### src/rtl/popcnt_share_ctrl_pkg.sv
`default_nettype none
// ============================================================================
// Module   : popcnt_share_ctrl_pkg
// Brief    : Shared FSM encoding and popcount-unit constants
// Revision : 1.0
// ============================================================================
package popcnt_share_ctrl_pkg;

    localparam logic [1:0] S_IDLE  = 2'd0;
    localparam logic [1:0] S_START = 2'd1;
    localparam logic [1:0] S_RUN   = 2'd2;
    localparam logic [1:0] S_DONE  = 2'd3;

    // Cycles from pc_start until the unit raises pc_vld with a valid result
    localparam int c_PC_LATENCY = 5;
    localparam int c_RES_W      = 5;

endpackage : popcnt_share_ctrl_pkg
`default_nettype wire

### src/rtl/popcnt_share_ctrl_arb.sv
`default_nettype none
// ============================================================================
// Module   : rr_arbiter_onehot
// Brief    : Combinational round-robin pick, first set bit at or after ptr
// Revision : 1.0
// ============================================================================
module rr_arbiter_onehot #(
    parameter int N  = 4,
    parameter int IW = $clog2(N)
) (
    input  logic [N-1:0]  req,
    input  logic [IW-1:0] ptr,
    output logic [N-1:0]  gnt,
    output logic [IW-1:0] idx,
    output logic          any
);

    localparam logic [IW:0] c_N = (IW+1)'(N);

    logic [IW:0]   w_sum;
    logic [IW-1:0] w_pos;

    // Walk N candidates starting at ptr, wrapping modulo N
    always_comb begin
        gnt   = '0;
        idx   = '0;
        any   = 1'b0;
        w_sum = '0;
        w_pos = '0;
        for (int k = 0; k < N; k++) begin
            w_sum = {1'b0, ptr} + k[IW:0];
            if (w_sum >= c_N) begin
                w_sum = w_sum - c_N;
            end
            w_pos = w_sum[IW-1:0];
            if (!any && req[w_pos]) begin
                any        = 1'b1;
                idx        = w_pos;
                gnt[w_pos] = 1'b1;
            end
        end
    end

endmodule : rr_arbiter_onehot
`default_nettype wire

### src/rtl/popcnt_share_ctrl.sv
`default_nettype none
// ============================================================================
// Module   : popcnt_share_ctrl
// Brief    : Time-shares one external popcount unit among NUM_REQ requesters
// Revision : 1.0
// ============================================================================
module popcnt_share_ctrl
    import popcnt_share_ctrl_pkg::*;
#(
    parameter int NUM_REQ = 4,
    parameter int DW      = 16,
    parameter int TIMEOUT = 15
) (
    input  logic                 clk,
    input  logic                 rst_n,
    input  logic [NUM_REQ-1:0]   req,
    input  logic [NUM_REQ*DW-1:0] req_data,
    output logic [NUM_REQ-1:0]   gnt,
    output logic [NUM_REQ-1:0]   done,
    output logic [c_RES_W-1:0]   result,
    output logic                 err,
    output logic                 busy,
    output logic                 pc_start,
    output logic [DW-1:0]        pc_din,
    input  logic                 pc_vld,
    input  logic [c_RES_W-1:0]   pc_hw
);

    localparam int            c_IW        = $clog2(NUM_REQ);
    localparam logic [c_IW-1:0] c_LAST_IDX = c_IW'(NUM_REQ - 1);
    localparam logic [3:0]    c_WDOG_LAST = 4'(TIMEOUT - 1);

    logic [1:0]          r_state;
    logic [1:0]          w_state_nxt;
    logic [c_IW-1:0]     r_rr_ptr;
    logic [c_IW-1:0]     r_idx;
    logic [NUM_REQ-1:0]  r_gnt;
    logic [c_RES_W-1:0]  r_result;
    logic                r_err_flag;
    logic [DW-1:0]       r_pc_din;
    logic [3:0]          r_wdog;

    logic [NUM_REQ-1:0]  w_arb_gnt;
    logic [c_IW-1:0]     w_arb_idx;
    logic                w_arb_any;
    logic [DW-1:0]       w_slice [NUM_REQ];

    generate
        for (genvar gi = 0; gi < NUM_REQ; gi++) begin : g_slice
            assign w_slice[gi] = req_data[gi*DW +: DW];
        end
    endgenerate

    rr_arbiter_onehot #(
        .N  (NUM_REQ),
        .IW (c_IW)
    ) u_arb (
        .req (req),
        .ptr (r_rr_ptr),
        .gnt (w_arb_gnt),
        .idx (w_arb_idx),
        .any (w_arb_any)
    );

    always_ff @(posedge clk or negedge rst_n) begin
        if (!rst_n) begin
            r_state <= S_IDLE;
        end else begin
            r_state <= w_state_nxt;
        end
    end

    // pc_vld is ignored in S_START: the unit only drops it one cycle after start
    always_comb begin
        w_state_nxt = r_state;
        case (r_state)
            S_IDLE:  if (w_arb_any && pc_vld) w_state_nxt = S_START;
            S_START: w_state_nxt = S_RUN;
            S_RUN:   if (pc_vld || (r_wdog == c_WDOG_LAST)) w_state_nxt = S_DONE;
            default: w_state_nxt = S_IDLE;
        endcase
    end

    always_comb begin
        busy     = (r_state != S_IDLE);
        pc_start = (r_state == S_START);
        done     = (r_state == S_DONE) ? r_gnt : '0;
        err      = (r_state == S_DONE) && r_err_flag;
    end

    always_ff @(posedge clk or negedge rst_n) begin
        if (!rst_n) begin
            r_rr_ptr   <= '0;
            r_idx      <= '0;
            r_gnt      <= '0;
            r_result   <= '0;
            r_err_flag <= 1'b0;
            r_pc_din   <= '0;
            r_wdog     <= '0;
        end else begin
            case (r_state)
                S_IDLE: begin
                    if (w_arb_any && pc_vld) begin
                        r_gnt      <= w_arb_gnt;
                        r_idx      <= w_arb_idx;
                        r_pc_din   <= w_slice[w_arb_idx];
                        r_err_flag <= 1'b0;
                    end
                end
                S_START: begin
                    r_wdog <= '0;
                end
                S_RUN: begin
                    r_wdog <= r_wdog + 4'd1;
                    if (pc_vld) begin
                        r_result <= pc_hw;
                    end else if (r_wdog == c_WDOG_LAST) begin
                        r_result   <= '0;
                        r_err_flag <= 1'b1;
                    end
                end
                default: begin
                    r_gnt    <= '0;
                    r_rr_ptr <= (r_idx == c_LAST_IDX) ? '0 : r_idx + 1'b1;
                end
            endcase
        end
    end

    assign gnt    = r_gnt;
    assign result = r_result;
    assign pc_din = r_pc_din;

endmodule : popcnt_share_ctrl
`default_nettype wire
### config.mk
export PLATFORM = sky130hd
export DESIGN_NAME = popcnt_share_ctrl
export DESIGN_NICKNAME = d
export VERILOG_FILES = /design/src/rtl/popcnt_share_ctrl_pkg.sv /design/src/rtl/popcnt_share_ctrl_arb.sv /design/src/rtl/popcnt_share_ctrl.sv
export SDC_FILE = /design/constraint.sdc
export NUM_CORES = 1
export LEC_CHECK = 0
export ABC_AREA = 1
export BUFFER_PORTS_ARGS = -buffer_cell sky130_fd_sc_hd__clkbuf_2
export CAP_MARGIN = 10
export CORE_ASPECT_RATIO = 0.7
export CORE_MARGIN = 5
export CORE_UTILIZATION = 50
export CTS_BUF_LIST = sky130_fd_sc_hd__clkbuf_8
export CTS_CLUSTER_DIAMETER = 30
export DETAILED_ROUTE_END_ITERATION = 6
export PLACE_DENSITY = 0.81
export SYNTH_ARGS = -nofsm -noshare
export SYNTH_HDL_FRONTEND = slang
export SYNTH_HIERARCHICAL = 1
export SYNTH_SLANG_ARGS = --single-unit
### constraint.sdc
create_clock -name clk -period 3.8 [get_ports clk]
set_clock_uncertainty 0.05 [all_clocks]
set_input_delay 0.38 -clock clk [delete_from_list [all_inputs] [get_ports clk]]
set_output_delay 0.38 -clock clk [all_outputs]
set_load 0.03 [all_outputs]
==> results.py <==
metrics = {
    "floorplan": {
        "die_area_mm2": 0.00723,
        "std_cell_rows": 22,
        "core_mm2": 0.00534,
        "die_y_um": 72.7,
        "io_pins": 108,
        "dieWidth_um": 99.5,
        "initial_core_util": 0.525,
    },
    "placement": {
        "dpl_cell_area_mm2": 0.00332,
        "finalWeightedCongestion": 0.838,
        "io_buffers": 107,
        "dp_hpwl_um": 5400,
    },
    "sta": {
        "worstMarginPinSlew_ns": 0.854,
        "period_needed_ns": 2.85,
        "rsz0062_at_grt": "no",
        "fmax_ghz": 0.351,
        "hold_violations": 0,
        "report.final.slew_viol_count": 0,
        "slew_headroom": 0.431,
        "setup_viol": 0,
        "fin_setup_tns_ns": 0,
        "finalCritPeriodShare": 0.749,
    },
    "clock_network": {
        "cts_resized": 0,
        "cts_tree": "built",
        "clock_latency_ns": 0.28,
        "ctsHoldBuffers": 0,
        "clockRootBuffer": "clkbuf_8",
        "htreeDepth": 2,
        "cts_buffers": 5,
        "clockBufferDepth": 2,
        "cts_sinks": 36,
        "postCtsSetupBuffers": 0,
        "clk_pin_slew_worst_paths_ns": 0.07,
    },
    "power": {
        "seqPwrFrac": 0.200,
        "power_frac_comb": 0.719,
        "pwr-share-clk": 0.080,
        "power.density_mw_per_mm2": 1010,
        "p_leak_nw": 2.11,
        "peakVddDrop_v": 0.000500,
        "swShare": 0.561,
        "p_sw_w": 0.00194,
        "p_int_w": 0.00152,
    },
    "critical_path": {
        "path_buf_inv": 3,
        "critPathMaxStageDelay_ns": 0.53,
        "end_kind": "flop",
        "startpoint_type": "flop",
        "cpMostUsedCell": "nand2_1",
        "cp_slowest_cell": "dfrtp_1",
        "critPathKind": "reg2reg",
        "path_cells": "inv_2 > ha_1 > inv_1 > nand3_1 > nand2_1 > nor2_1 > a21oi_1 > nand3_1 > buf_4 > nor2_1 > nor2_1 > nand2_1 > nand2_1 > nand2_1 > nand2_1",
        "cp_top_family": "simple AND/OR/NAND/NOR gates",
        "crit_fanout": 32,
        "cp_data_required_time_ns": 3.97,
        "cp.arrival_ns": 3.02,
    },
    "job": {
        "timing.max_cap.violations": 0,
    },
    "logic_synthesis": {
        "ys_top_cells_by_count": "164 x nand2_1, 59 x inv_1, 44 x nand3_1",
        "yosys-top-cells-area": "dfrtp_1 32%, nand2_1 22%, inv_1 7.9%",
        "syn_nets": 525,
        "async_flop_share": 1.00,
        "synth-edff-count": 0,
        "synth_largest_area_cell": "dfrtp_1",
        "yosysSeqAreaShare": 0.321,
        "synth-seq-cells": 36,
        "synth_top_area_frac": 0.321,
        "yosysMostFrequentCell": "nand2_1",
        "synth_cell_types": 26,
        "synth.avg_cell_area_um2": 6.42,
        "netlist_instances": 437,
        "syn-cell-area_mm2": 0.00280,
        "synthFlopType": "dfrtp_1",
        "synth_warnings": 6,
    },
    "grt": {
        "antenna_found_initial": 0,
        "grt_pass1_vias": 2755,
        "grt_pass1_wl_um": 11800,
        "grt_usage": 0.198,
        "grt_overflow": 0,
        "grt_max_degree": 37,
    },
    "drt": {
        "ant_nets": 0,
        "drc": 0,
        "vias": 2923,
        "drt-total-wl_um": 6860,
        "dr.pass1.iters": 4,
        "drt_iter0_markers": 175,
        "detail_route.wl_per_cell_um": 11.3,
        "vias_per_cell": 4.82,
    },
    "final_layout": {
        "final_nets": 622,
        "fin_util": 0.640,
        "num_antenna_cells": 0,
        "drive_gt1_frac": 0.256,
        "area_growth_pct": 21.9,
        "finalInstanceArea_mm2": 0.00342,
    },
    "min_path": {
        "hold_path.class": "in2async",
    },
    "status": {
        "status": "finished clean",
    },
}
==> power by group through the flow <==
stage | logic, W | registers (W) | clock network [W]
after floorplan | 0.00186 | 0.000909 | 0
after global placement | 0.00246 | 0.000694 | 0
after detailed placement | 0.00250 | 0.000698 | 0
after CTS | 0.00251 | 0.000693 | 0.000287
after global routing | 0.00284 | 0.000715 | 0.000305
final | 0.00249 | 0.000693 | 0.000278
==> layout by cell type, fill, tap and decap left out, types with 5 or more instances in the layout <==
cell type	count
nand2_1	164
or2_0	13
clkbuf_2	107
ha_1	12
a21boi_0	5
nand4_1	8
nand3_1	44
nand2_2	7
o21ai_0	6
inv_1	60
nor2_1	37
dfrtp_1	36
a21oi_1	10
clkbuf_8	6
==> stage by stage <==
step / total power, W / setup slack (ns) / instances / hold WS [ns]
floorplan: 0.00277 / 1.40 / 437 / 0.0344
global placement: 0.00316 / 1.12 / 599 / 0.406
detailed placement: 0.00320 / 0.992 / 599 / 0.413
CTS: 0.00349 / 0.982 / 607 / 0.167
global route: 0.00386 / 0.690 / 607 / 0.221
finish: 0.00346 / 0.954 / 607 / 0.146
==> worst register-to-register path: stages, from the launching register on <==
cell,delay [ns]
dfrtp_1,0.53
inv_2,0.18
ha_1,0.38
inv_1,0.10
nand3_1,0.08
nand2_1,0.05
nor2_1,0.36
a21oi_1,0.13
nand3_1,0.15
buf_4,0.32
nor2_1,0.10
nor2_1,0.10
nand2_1,0.08
nand2_1,0.07
nand2_1,0.05
nand2_1,0.07
==> per-layer routing <==
metal	vias to the layer above	global-route usage	share of wire
met5	-	0	0
met4	0	0.0636	0.0077
met3	7	0.0621	0.10
met2	133	0.318	0.43
met1	1252	0.258	0.46
li1	1531	-	-
==> cell type report <==
cell class	instances	area, um^2
inverters	62	233
multi-input cells	320	1550
repair buffers	109	551
well taps	72	90.1
clock buffers	6	82.6
fillers	506	1920
flip-flops and latches	36	901
clock inverters	2	11.3
==> path summary, 6_finish.rpt <==
check / end / cells past startpoint / slack [ns] / start
min: r_err_flag / 1 / 0.15 / rst_n
max reg2reg: pc_din[5] / 15 / 0.95 / r_rr_ptr[0]
max: pc_din[5] / 15 / 0.95 / r_rr_ptr[0]
min reg2reg: r_err_flag / 2 / 0.42 / r_err_flag
min in group clk: result[3] / 3 / 0.28 / pc_hw[3]
max in group asynchronous: pc_din[0] / 1 / 3.02 / rst_n
==> state kept, by name, indices dropped and copies added (netlist names) <==
signal and cells:
r_err_flag 1, gnt 4, pc_din 16, result 5, r_idx 2, r_state 2
r_rr_ptr 2, r_wdog 4
==> kinds of logic after synthesis <==
logic type / synth area share
compound gates: 0.0442
simple gates: 0.447
buf+inv: 0.126
flops: 0.321
fa+ha+maj: 0.0535
mux: 0.00803
No activity file was read; power rests on OpenSTA's default activity.
